File: config.mk
export PLATFORM = sky130hd
export DESIGN_NAME = fifo_wr_arbiter
export DESIGN_NICKNAME = d
export VERILOG_FILES = /design/src/rtl/fifo_arb_pkg.sv /design/src/rtl/rr_priority_pick.sv /design/src/rtl/fifo_wr_arbiter.sv
export SDC_FILE = /design/constraint.sdc
export NUM_CORES = 1
export LEC_CHECK = 0
export BUFFER_PORTS_ARGS = -buffer_cell sky130_fd_sc_hd__buf_2
export CORE_UTILIZATION = 51
export DETAILED_ROUTE_END_ITERATION = 8
export MAX_ROUTING_LAYER = met4
export PLACE_DENSITY = 0.83
export SYNTH_ARGS = -nofsm -noshare
export SYNTH_HDL_FRONTEND = slang
export SYNTH_SLANG_ARGS = --single-unit
File: constraint.sdc
create_clock -name clk -period 2.6 [get_ports clk]
set_input_delay 0.52 -clock clk [delete_from_list [all_inputs] [get_ports clk]]
set_output_delay 0.52 -clock clk [all_outputs]
set_load 0.01 [all_outputs]
File: src/rtl/fifo_arb_pkg.sv
// -----------------------------------------------------------------------------
// fifo_arb_pkg
// Shared types and default constants for the FIFO write-port arbiter.
//   arb_state_t      : arbiter FSM state (IDLE, BURST)
//   DEF_*            : default parameter values used by fifo_wr_arbiter
//   idx_width()      : width of an index into n items, never less than 1
// -----------------------------------------------------------------------------
package fifo_arb_pkg;

    typedef enum logic {
        IDLE  = 1'b0,
        BURST = 1'b1
    } arb_state_t;

    localparam int DEF_DATA_WIDTH = 8;
    localparam int DEF_NUM_REQ    = 4;
    localparam int DEF_MAX_BURST  = 4;
    localparam int DEF_CNT_WIDTH  = 16;

    function automatic int idx_width(input int n);
        return (n > 1) ? $clog2(n) : 1;
    endfunction

endpackage

File: src/rtl/rr_priority_pick.sv
// -----------------------------------------------------------------------------
// rr_priority_pick
// Combinational round-robin picker: returns the first set request found when
// scanning upward from prio_ptr, wrapping past NUM_REQ-1 back to 0.
//   req         in   NUM_REQ   request vector
//   prio_ptr    in   IDX_W     index with highest priority this cycle
//   grant_idx   out  IDX_W     index of the selected request (0 when none)
//   grant_valid out  1         at least one request is set
// -----------------------------------------------------------------------------
module rr_priority_pick #(
    parameter int NUM_REQ = 4,
    parameter int IDX_W   = 2
) (
    input  logic [NUM_REQ-1:0] req,
    input  logic [IDX_W-1:0]   prio_ptr,
    output logic [IDX_W-1:0]   grant_idx,
    output logic               grant_valid
);

    always_comb begin
        int idx;
        // NOTE: every output of a combinational block gets a default before any
        // branch; a path that leaves one unassigned would infer a latch.
        idx         = 0;
        grant_idx   = '0;
        grant_valid = 1'b0;
        for (int k = 0; k < NUM_REQ; k++) begin
            // Modular add done by compare/subtract so NUM_REQ need not be 2^n.
            idx = int'(prio_ptr) + k;
            if (idx >= NUM_REQ) begin
                idx = idx - NUM_REQ;
            end
            if (!grant_valid && req[idx]) begin
                grant_valid = 1'b1;
                grant_idx   = IDX_W'(idx);
            end
        end
    end

endmodule

File: src/rtl/fifo_wr_arbiter.sv
// -----------------------------------------------------------------------------
// fifo_wr_arbiter
// Round-robin arbiter sharing one FIFO write port among NUM_REQ producers.
// A grant lasts for up to MAX_BURST beats; priority then rotates to the
// producer after the owner. No write is issued while fifo_full is high.
//   clk        in   1                    clock
//   rst        in   1                    asynchronous active-low reset
//   req        in   NUM_REQ              producer i has a beat ready
//   req_data   in   NUM_REQ*DATA_WIDTH   lane i = [i*DATA_WIDTH +: DATA_WIDTH]
//   ack        out  NUM_REQ              one-hot, beat from producer i accepted
//   fifo_full  in   1                    FIFO full flag
//   wr_en      out  1                    FIFO write enable
//   data_in    out  DATA_WIDTH           FIFO write data
//   busy       out  1                    a burst grant is active
//   owner      out  $clog2(NUM_REQ)      current grant owner, valid when busy
//   stall_cnt  out  CNT_WIDTH            saturating count of full-stalled cycles
// -----------------------------------------------------------------------------
module fifo_wr_arbiter
    import fifo_arb_pkg::*;
#(
    parameter int DATA_WIDTH = DEF_DATA_WIDTH,
    parameter int NUM_REQ    = DEF_NUM_REQ,
    parameter int MAX_BURST  = DEF_MAX_BURST,
    parameter int CNT_WIDTH  = DEF_CNT_WIDTH
) (
    input  logic                          clk,
    input  logic                          rst,
    input  logic [NUM_REQ-1:0]            req,
    input  logic [NUM_REQ*DATA_WIDTH-1:0] req_data,
    output logic [NUM_REQ-1:0]            ack,
    input  logic                          fifo_full,
    output logic                          wr_en,
    output logic [DATA_WIDTH-1:0]         data_in,
    output logic                          busy,
    output logic [$clog2(NUM_REQ)-1:0]    owner,
    output logic [CNT_WIDTH-1:0]          stall_cnt
);

    localparam int OW = $clog2(NUM_REQ);
    localparam int BW = idx_width(MAX_BURST);
    localparam logic [BW-1:0]        LAST_BEAT = BW'(MAX_BURST - 1);
    localparam logic [OW-1:0]        LAST_IDX  = OW'(NUM_REQ - 1);
    localparam logic [CNT_WIDTH-1:0] CNT_MAX   = '1;

    arb_state_t           state_q, state_d;
    logic [OW-1:0]        prio_ptr_q, prio_ptr_d;
    logic [OW-1:0]        owner_q, owner_d;
    logic [BW-1:0]        beat_cnt_q, beat_cnt_d;
    logic [CNT_WIDTH-1:0] stall_cnt_q, stall_cnt_d;

    logic [OW-1:0] pick_idx;
    logic          pick_valid;
    logic          beat;

    rr_priority_pick #(
        .NUM_REQ (NUM_REQ),
        .IDX_W   (OW)
    ) u_pick (
        .req         (req),
        .prio_ptr    (prio_ptr_q),
        .grant_idx   (pick_idx),
        .grant_valid (pick_valid)
    );

    // A beat needs an active grant, a ready owner and room in the FIFO.
    assign beat = (state_q == BURST) && req[owner_q] && !fifo_full;

    always_comb begin
        state_d     = state_q;
        prio_ptr_d  = prio_ptr_q;
        owner_d     = owner_q;
        beat_cnt_d  = beat_cnt_q;
        stall_cnt_d = stall_cnt_q;

        unique case (state_q)
            IDLE: begin
                // Grant is taken regardless of fifo_full; BURST handles stalls.
                if (pick_valid) begin
                    state_d    = BURST;
                    owner_d    = pick_idx;
                    beat_cnt_d = '0;
                end
            end
            BURST: begin
                if (beat && (beat_cnt_q == LAST_BEAT)) begin
                    state_d    = IDLE;
                    beat_cnt_d = '0;
                    prio_ptr_d = (owner_q == LAST_IDX) ? '0 : owner_q + 1'b1;
                end else if (beat) begin
                    beat_cnt_d = beat_cnt_q + 1'b1;
                end else if (!req[owner_q]) begin
                    // Owner withdrew: release the grant early.
                    state_d    = IDLE;
                    beat_cnt_d = '0;
                    prio_ptr_d = (owner_q == LAST_IDX) ? '0 : owner_q + 1'b1;
                end else if (stall_cnt_q != CNT_MAX) begin
                    // Owner ready but FIFO full: hold grant, budget untouched.
                    stall_cnt_d = stall_cnt_q + 1'b1;
                end
            end
            default: state_d = IDLE;
        endcase
    end

    // NOTE: state registers use non-blocking assignments so every flop samples
    // the pre-edge value of its peers, independent of block evaluation order.
    always_ff @(posedge clk or negedge rst) begin
        if (!rst) begin
            state_q     <= IDLE;
            prio_ptr_q  <= '0;
            owner_q     <= '0;
            beat_cnt_q  <= '0;
            stall_cnt_q <= '0;
        end else begin
            state_q     <= state_d;
            prio_ptr_q  <= prio_ptr_d;
            owner_q     <= owner_d;
            beat_cnt_q  <= beat_cnt_d;
            stall_cnt_q <= stall_cnt_d;
        end
    end

    always_comb begin
        ack          = '0;
        ack[owner_q] = beat;
        data_in      = beat ? req_data[owner_q*DATA_WIDTH +: DATA_WIDTH] : '0;
    end

    assign wr_en     = beat;
    assign busy      = (state_q == BURST);
    assign owner     = owner_q;
    assign stall_cnt = stall_cnt_q;

endmodule
==> run summary, run 1 <==
Fraction of final layout cells with drive strength greater than 1: 0.4791
Drt via density: 5.456
TritonCTS clock tree: built
Proportion of power drawn by the clock network: 0.116
Vert. Die Dim: 58.28 um
Leakage: 0.001062 uW
Synthesized instance count: 143
Internal portion of total power: 895.5 uW
Maximum clock frequency: 0.4166 GHz
Final setup violation count: 0
Source of the worst register-to-register timing path: owner[0]
Level count of the clock H-tree: 1
Net Sw Power: 585.0 uW
Share of Yosys cell area claimed by the top area cell type: 0.3563
Maximum ir drop on the vdd rail: 0.5647 mV
Area growth, synth to finish: 26.57%
Unrepaired setup endpoints after global routing: no
Nets: 261
Die extent in x: 58.28 um
Total track usage: 0.2263
Critical path launch point: owner[0]
Count of flip-flops with a built-in enable after synthesis: 0
Number of resized instances in the post-cts repair step: 0
Synth Net Count: 188
Antenna violations before repair: 0
Final weighted congestion in routability-driven placement: 0.8301
Remaining design rule violation count: 0
Reg clk slew, reported paths: 0.13 ns
Number of DRC violations after detailed-routing iteration 0: 42
Dpl cell area: 2014 um^2
Setup clock skew after layout: 0.001435 ns
Clock tree sinks: 23
Largest fanout on the critical path: 12
Final HPWL from detailed placement: 2830 um
Post-synthesis sequential area ratio: 0.3563
Netlist cell types: 42
WL per Instance: 13.85 um
Top flip-flop cell by instance count after synthesis: sky130_fd_sc_hd__dfrtp_1
Fin crit share: 0.9232
Fraction of power spent switching nets: 0.3952
Sequential Power Share: 0.368
Max Buffers Root-to-Sink: 2
Post-CTS Setup Bufs: 0
Async SR Flop Fraction: 1.000
Total of flip-flops plus latches after synthesis: 23
Worst Path Arrival: 1.88 ns
Worst-skew pair later-pin latency: 0.31 ns
Actual slew at the worst max-slew pin: 0.6223 ns
Core Box Area: 3028 um^2
Max-slew violation count: 0
Area of the mapped netlist: 1615 um^2
Clock period minus worst slack: 2.400 ns
DRT Wirelength: 3586 um
Top cell type by total area after synthesis: sky130_fd_sc_hd__dfrtp_1
Headroom to the max-slew limit: 0.5744
CTS Hold Bufs: 0
Number of ports placed on the die boundary: 71
ANT cells: 0
Number of buffers inserted by port buffering: 70
Final Hold Violating Endpoints: 0
Relative contribution of combinational cells to total power: 0.517
Critical Path RT: 2.08 ns
Antenna Nets Post-Route: 0
Crit path max-delay cell type: sky130_fd_sc_hd__mux4_2
Nature of the critical path startpoint: flop
Ys Warns: 0
CTS buffer count: 3
DIE AREA: 3397 um^2
Via total after detailed routing: 1413
Largest stage delay on the critical path: 0.54 ns
Clock tree root driver cell: sky130_fd_sc_hd__clkbuf_4
CP endpoint kind: output port
Largest cells by area after synthesis: sky130_fd_sc_hd__dfrtp_1 36%, sky130_fd_sc_hd__mux4_2 13%, sky130_fd_sc_hd__xor2_1 7.6%
Sum of negative setup slack: 0 ns
Total iterations of the first detailed-routing run: 4
Vias in the first global route: 1295
Max cap viols: 0
Kind of critical path: reg2out
First-pass GRT wire length: 5713 um
Worst hold-check path type: in2async
Power per standard cell area: 724.2 nW/um^2
GRT overflow: 0
Cell-by-cell trace of the critical path: mux4_2 -> nand3b_1 -> inv_1 -> and2_1 -> buf_2
Run status: finished, final reports clean
Syn Area/Cell: 11.30 um^2
Pin count of the biggest net entering global routing: 24
Final instance area: 2044 um^2
Power consumption: 1481 uW
Placement Rows: 20
Initial core utilization: 0.5335
## cells in the mapped netlist, types with 3 or more instances
master,count
sky130_fd_sc_hd__nand4_1,3
sky130_fd_sc_hd__a2111oi_0,3
sky130_fd_sc_hd__nand2_1,5
sky130_fd_sc_hd__and4_1,3
sky130_fd_sc_hd__inv_1,9
sky130_fd_sc_hd__and2_1,11
sky130_fd_sc_hd__ha_1,6
sky130_fd_sc_hd__a2111oi_2,4
sky130_fd_sc_hd__a211oi_1,6
sky130_fd_sc_hd__xor2_1,14
sky130_fd_sc_hd__nand3_1,6
sky130_fd_sc_hd__mux4_2,9
sky130_fd_sc_hd__nor2_1,5
sky130_fd_sc_hd__dfrtp_1,23
sky130_fd_sc_hd__mux2_2,4
## through the flow
| step | hold slack (ns) | cells | setup slack [ns] | util |
|---|---|---|---|---|
| 3_5_place_dp | 0.4772 | 255 | 0.2845 | 0.6653 |
| 5_1_grt | 0.1701 | 259 | 0.06329 | 0.6752 |
| 4_1_cts | 0.1572 | 259 | 0.1690 | 0.6752 |
| 2_1_floorplan | 0.2244 | 143 | 0.4951 | - |
| 3_3_place_gp | 0.4735 | 255 | 0.3443 | 0.6653 |
| 6_report | 0.1440 | 259 | 0.1998 | 0.6752 |
## power groups by stage
stage,sequential (uW),clock [uW],combinational (uW)
2_1_floorplan,570,0,503
3_3_place_gp,548,0,754
3_5_place_dp,552,0,777
4_1_cts,544,176,779
5_1_grt,557,190,846
6_report,545,171,765
## layer usage
layer | track usage | wire length, um
met5 | - | 0
met4 | 0.08163 | 34
met3 | 0.03348 | 251
met2 | 0.3777 | 1775
met1 | 0.2801 | 1525
## cell usage in the layout (no fill, tap or decap), drive strengths merged
cell and count:
a2111oi 7, a211oi 6, a21boi 1, a21o 1, a21oi 3, a221oi 1, a22o 1, and2 11
and3 1, and4 3, buf 75, clkbuf 3, clkinvlp 1, dfrtp 23, ha 6, inv 9
mux2 5, mux4 9, nand2 5, nand2b 1, nand3 8, nand3b 1, nand4 3, nor2 5
nor2b 1, nor3b 1, nor4 1, o21ai 3, o221ai 1, o22ai 1, or2 1, or3b 1
or4 1, xnor2 1, xor2 14
## cell type report
class,instances,area (um^2)
Timing Repair Buffer,75,387.9
Fill cell,249,983.4
Clock buffer,3,22.52
Sequential cell,23,575.6
Multi-Input combinational cell,104,962.2
Tap cell,44,55.05
Inverter,9,33.78
Clock inverter,1,7.507
## worst paths after layout
path	end	slack (ns)	cells after the start
max	ack[0]	0.20	5
min	stall_cnt[15]	0.14	1
max reg2reg	stall_cnt[15]	0.65	4
min reg2reg	stall_cnt[15]	0.49	1
max in group asynchronous	stall_cnt[5]	2.13	1
min in group clk	stall_cnt[15]	0.49	1
## logic make-up after synthesis
group / count (synthesis) / share of synthesized area
compound gates: 25 / 0.1317
xor+xnor: 15 / 0.08133
fa+ha+maj: 6 / 0.04647
buf+inv: 16 / 0.04802
flops: 23 / 0.3563
mux: 14 / 0.1603
simple gates: 44 / 0.1759
## state kept, by name, indices dropped and copies added, names as in the netlist
signal / count
stall_cnt: 16
beat_cnt_q: 2
owner: 2
prio_ptr_q: 2
busy: 1
## critical path, delay by kind of cell (launching register included)
kind,cells,cell delay (ns)
flip-flops,1,0.39
multiplexers,1,0.54
AND/OR/NAND/NOR,2,0.34
buffers and inverters,2,0.29
Power figures use the tool's default switching activity.
==> inputs of run 2 (changes only) <==
Settings changed: SETUP_SLACK_MARGIN set to 0.3.
==> run 2 against run 1 <==
- core utilization up 0.87 points
- non-clock buffer count rose by 3
- combinational power increased by 4.4%
- final area up 1.3%
- fmax increased by 4.9%
- register-to-register slack got worse by 0.11 ns
- first-iteration DRC count shrank 12%
- power rose by 2.5%
- global-route usage grew 0.30 points
- critical path type unchanged
- largest cell class unchanged
- largest power group unchanged
==> run summary, run 2 (synthesis results as in run 1) <==
Run status: finished, final reports clean (unchanged)
Worst-case register-to-register setup slack: 0.54 ns (was 0.65 ns)
CTS buffer count: 3 (unchanged)
Kind of critical path: reg2out (unchanged)
Largest fanout on the critical path: 12 (unchanged)
Length in cells of the worst reg-to-reg path: 5 (was 4)
Leading cell type in the layout, fill and taps excluded: sky130_fd_sc_hd__buf_2 (unchanged)
Final HPWL from detailed placement: 2830 um (unchanged)
Nature of the critical path startpoint: flop (unchanged)
Clock tree root driver cell: sky130_fd_sc_hd__clkbuf_4 (unchanged)
Post-route non-filler standard cell count: 262 (was 259)
ANT cells: 0 (unchanged)
Pre-CTS worst setup slack: 0.2845 ns (unchanged)
Reg clk slew, reported paths: 0.13 ns (about the same)
Via total after detailed routing: 1437 (was 1413)
Antenna Nets Post-Route: 0 (unchanged)
Dpl cell area: 2014 um^2 (unchanged)
Worst hold-check path type: in2async (unchanged)
Critical path launch point: owner[0] (unchanged)
Source of the worst register-to-register timing path: owner[0] (unchanged)
Unrepaired setup endpoints after global routing: yes (was no)
End of the worst register-to-register path: stall_cnt[15] (unchanged)
Antenna violations before repair: 0 (unchanged)
Sum of negative setup slack: 0 ns (unchanged)
Die extent in x: 58.28 um (unchanged)
Maximum ir drop on the vdd rail: 0.5677 mV (was 0.5647 mV)
Final weighted congestion in routability-driven placement: 0.8301 (unchanged)
Worst-skew pair later-pin latency: 0.32 ns (was 0.31 ns)
Critical path endpoint: ack[0] (unchanged)
Worst Path Arrival: 1.77 ns (was 1.88 ns)
DRT Wirelength: 3669 um (was 3586 um)
Clock tree sinks: 23 (unchanged)
Clock period minus worst slack: 2.289 ns (was 2.400 ns)
Final setup violation count: 0 (unchanged)
Remaining design rule violation count: 0 (unchanged)
Placement Rows: 20 (unchanged)
Number of buffers inserted by port buffering: 70 (unchanged)
Vias in the first global route: 1301 (was 1295)
GRT overflow: 0 (unchanged)
Nets: 264 (was 261)
First-pass GRT wire length: 5782 um (was 5713 um)
Fin crit share: 0.8803 (was 0.9232)
Flip-flop count of the largest register, all copies and words added: 16 (unchanged)
Leakage: 0.001075 uW (was 0.001062 uW)
Setup clock skew after layout: 0.003739 ns (was 0.001435 ns)
Level count of the clock H-tree: 1 (unchanged)
CP endpoint kind: output port (unchanged)
Fraction of the core area covered by cells at the end of the flow: 0.6839 (was 0.6752)
Final instance area: 2071 um^2 (was 2044 um^2)
Critical Path RT: 2.08 ns (about the same)
Headroom to the max-slew limit: 0.5646 (was 0.5744)
Max-slew violation count: 0 (unchanged)
Actual slew at the worst max-slew pin: 0.6367 ns (was 0.6223 ns)
Max cap viols: 0 (unchanged)
Drt via density: 5.485 (was 5.456)
Power per standard cell area: 732.5 nW/um^2 (was 724.2 nW/um^2)
Total iterations of the first detailed-routing run: 4 (unchanged)
Vert. Die Dim: 58.28 um (unchanged)
TritonCTS clock tree: built (unchanged)
WL per Instance: 14.00 um (was 13.85 um)
Core Box Area: 3028 um^2 (unchanged)
Area growth, synth to finish: 28.20% (was 26.57%)
Max Buffers Root-to-Sink: 2 (unchanged)
Most frequent cells in the layout: 70 x sky130_fd_sc_hd__buf_2, 23 x sky130_fd_sc_hd__dfrtp_1, 14 x sky130_fd_sc_hd__xor2_1 (unchanged)
Total track usage: 0.2292 (was 0.2263)
DIE AREA: 3397 um^2 (unchanged)
Filler Cells Inserted: 245 (was 249)
Pin count of the biggest net entering global routing: 24 (unchanged)
Maximum clock frequency: 0.4369 GHz (was 0.4166 GHz)
Final Hold Violating Endpoints: 0 (unchanged)
Fraction of final layout cells with drive strength greater than 1: 0.4908 (was 0.4791)
Number of DRC violations after detailed-routing iteration 0: 37 (was 42)
Initial core utilization: 0.5335 (unchanged)
Final critical-path setup slack: 0.3111 ns (was 0.1998 ns)
Number of instances in the placed design: 255 (unchanged)
Number of ports placed on the die boundary: 71 (unchanged)
run 2: cell types whose count changed in the layout (fill, tap and decap cells not counted), sizes merged:
cell,before,now
buf,75,78
run 2: layer usage:
layer | vias up | global-route usage | wire length, um
met1 | 683 | 0.2815 | 1554
met2 | 63 | 0.3892 | 1821
met5 | - | - | 0
met4 | 0 | 0.07823 | 34
li1 | 687 | - | -
met3 | 4 | 0.03125 | 260
run 2: layout make-up:
class / count / area (um^2) / share of cell area
multi-input cells: 104 / 962.2 / 0.4647
inverters: 9 / 33.78 / 0.01631
repair buffers: 78 / 414.1 / 0.2000
well taps: 44 / 55.05 / 0.02659
flip-flops and latches: 23 / 575.6 / 0.2779
clock inverters: 1 / 7.507 / 0.003625
clock buffers: 3 / 22.52 / 0.01088
run 2: worst min path at each step:
stage                               end  cells past startpoint           from  slack, ns
final                     beat_cnt_q[1]                      1            rst       0.14
after CTS                  stall_cnt[9]                      1            rst       0.16
after global placement    stall_cnt[15]                      1  stall_cnt[15]       0.47
after floorplan           beat_cnt_q[0]                      0            rst       0.22
after detailed placement  stall_cnt[15]                      1  stall_cnt[15]       0.48
after global routing      beat_cnt_q[1]                      1            rst       0.17
run 2: repair_timing:
item                                    4_1_cts  5_1_grt
endpoints found under the setup margin       11       11
hold buffers                                  0        0
resized for setup                             2        0
buffers inserted                              2        1
endpoints found under the hold margin         0        0
run 2: worst max-delay path, cell delays in order (launching register included):
cell and delay, ns:
sky130_fd_sc_hd__dfrtp_1 0.41, sky130_fd_sc_hd__mux4_2 0.52, sky130_fd_sc_hd__nand3b_1 0.14, sky130_fd_sc_hd__inv_2 0.10, sky130_fd_sc_hd__and2_1 0.16, sky130_fd_sc_hd__buf_2 0.13
run 2: power breakdown:
part / total (uW) / internal (uW) / switching, uW
clock: 172 / 58.8 / 113
sequential: 546 / 445 / 101
combinational: 799 / 419 / 380
run 2: per-stage QoR:
stage	hold WS, ns	total power (uW)
after global placement	0.4735	1303
after global routing	0.1701	1632
final	0.1442	1517
after detailed placement	0.4772	1329
after floorplan	0.2244	1074
after CTS	0.1572	1526
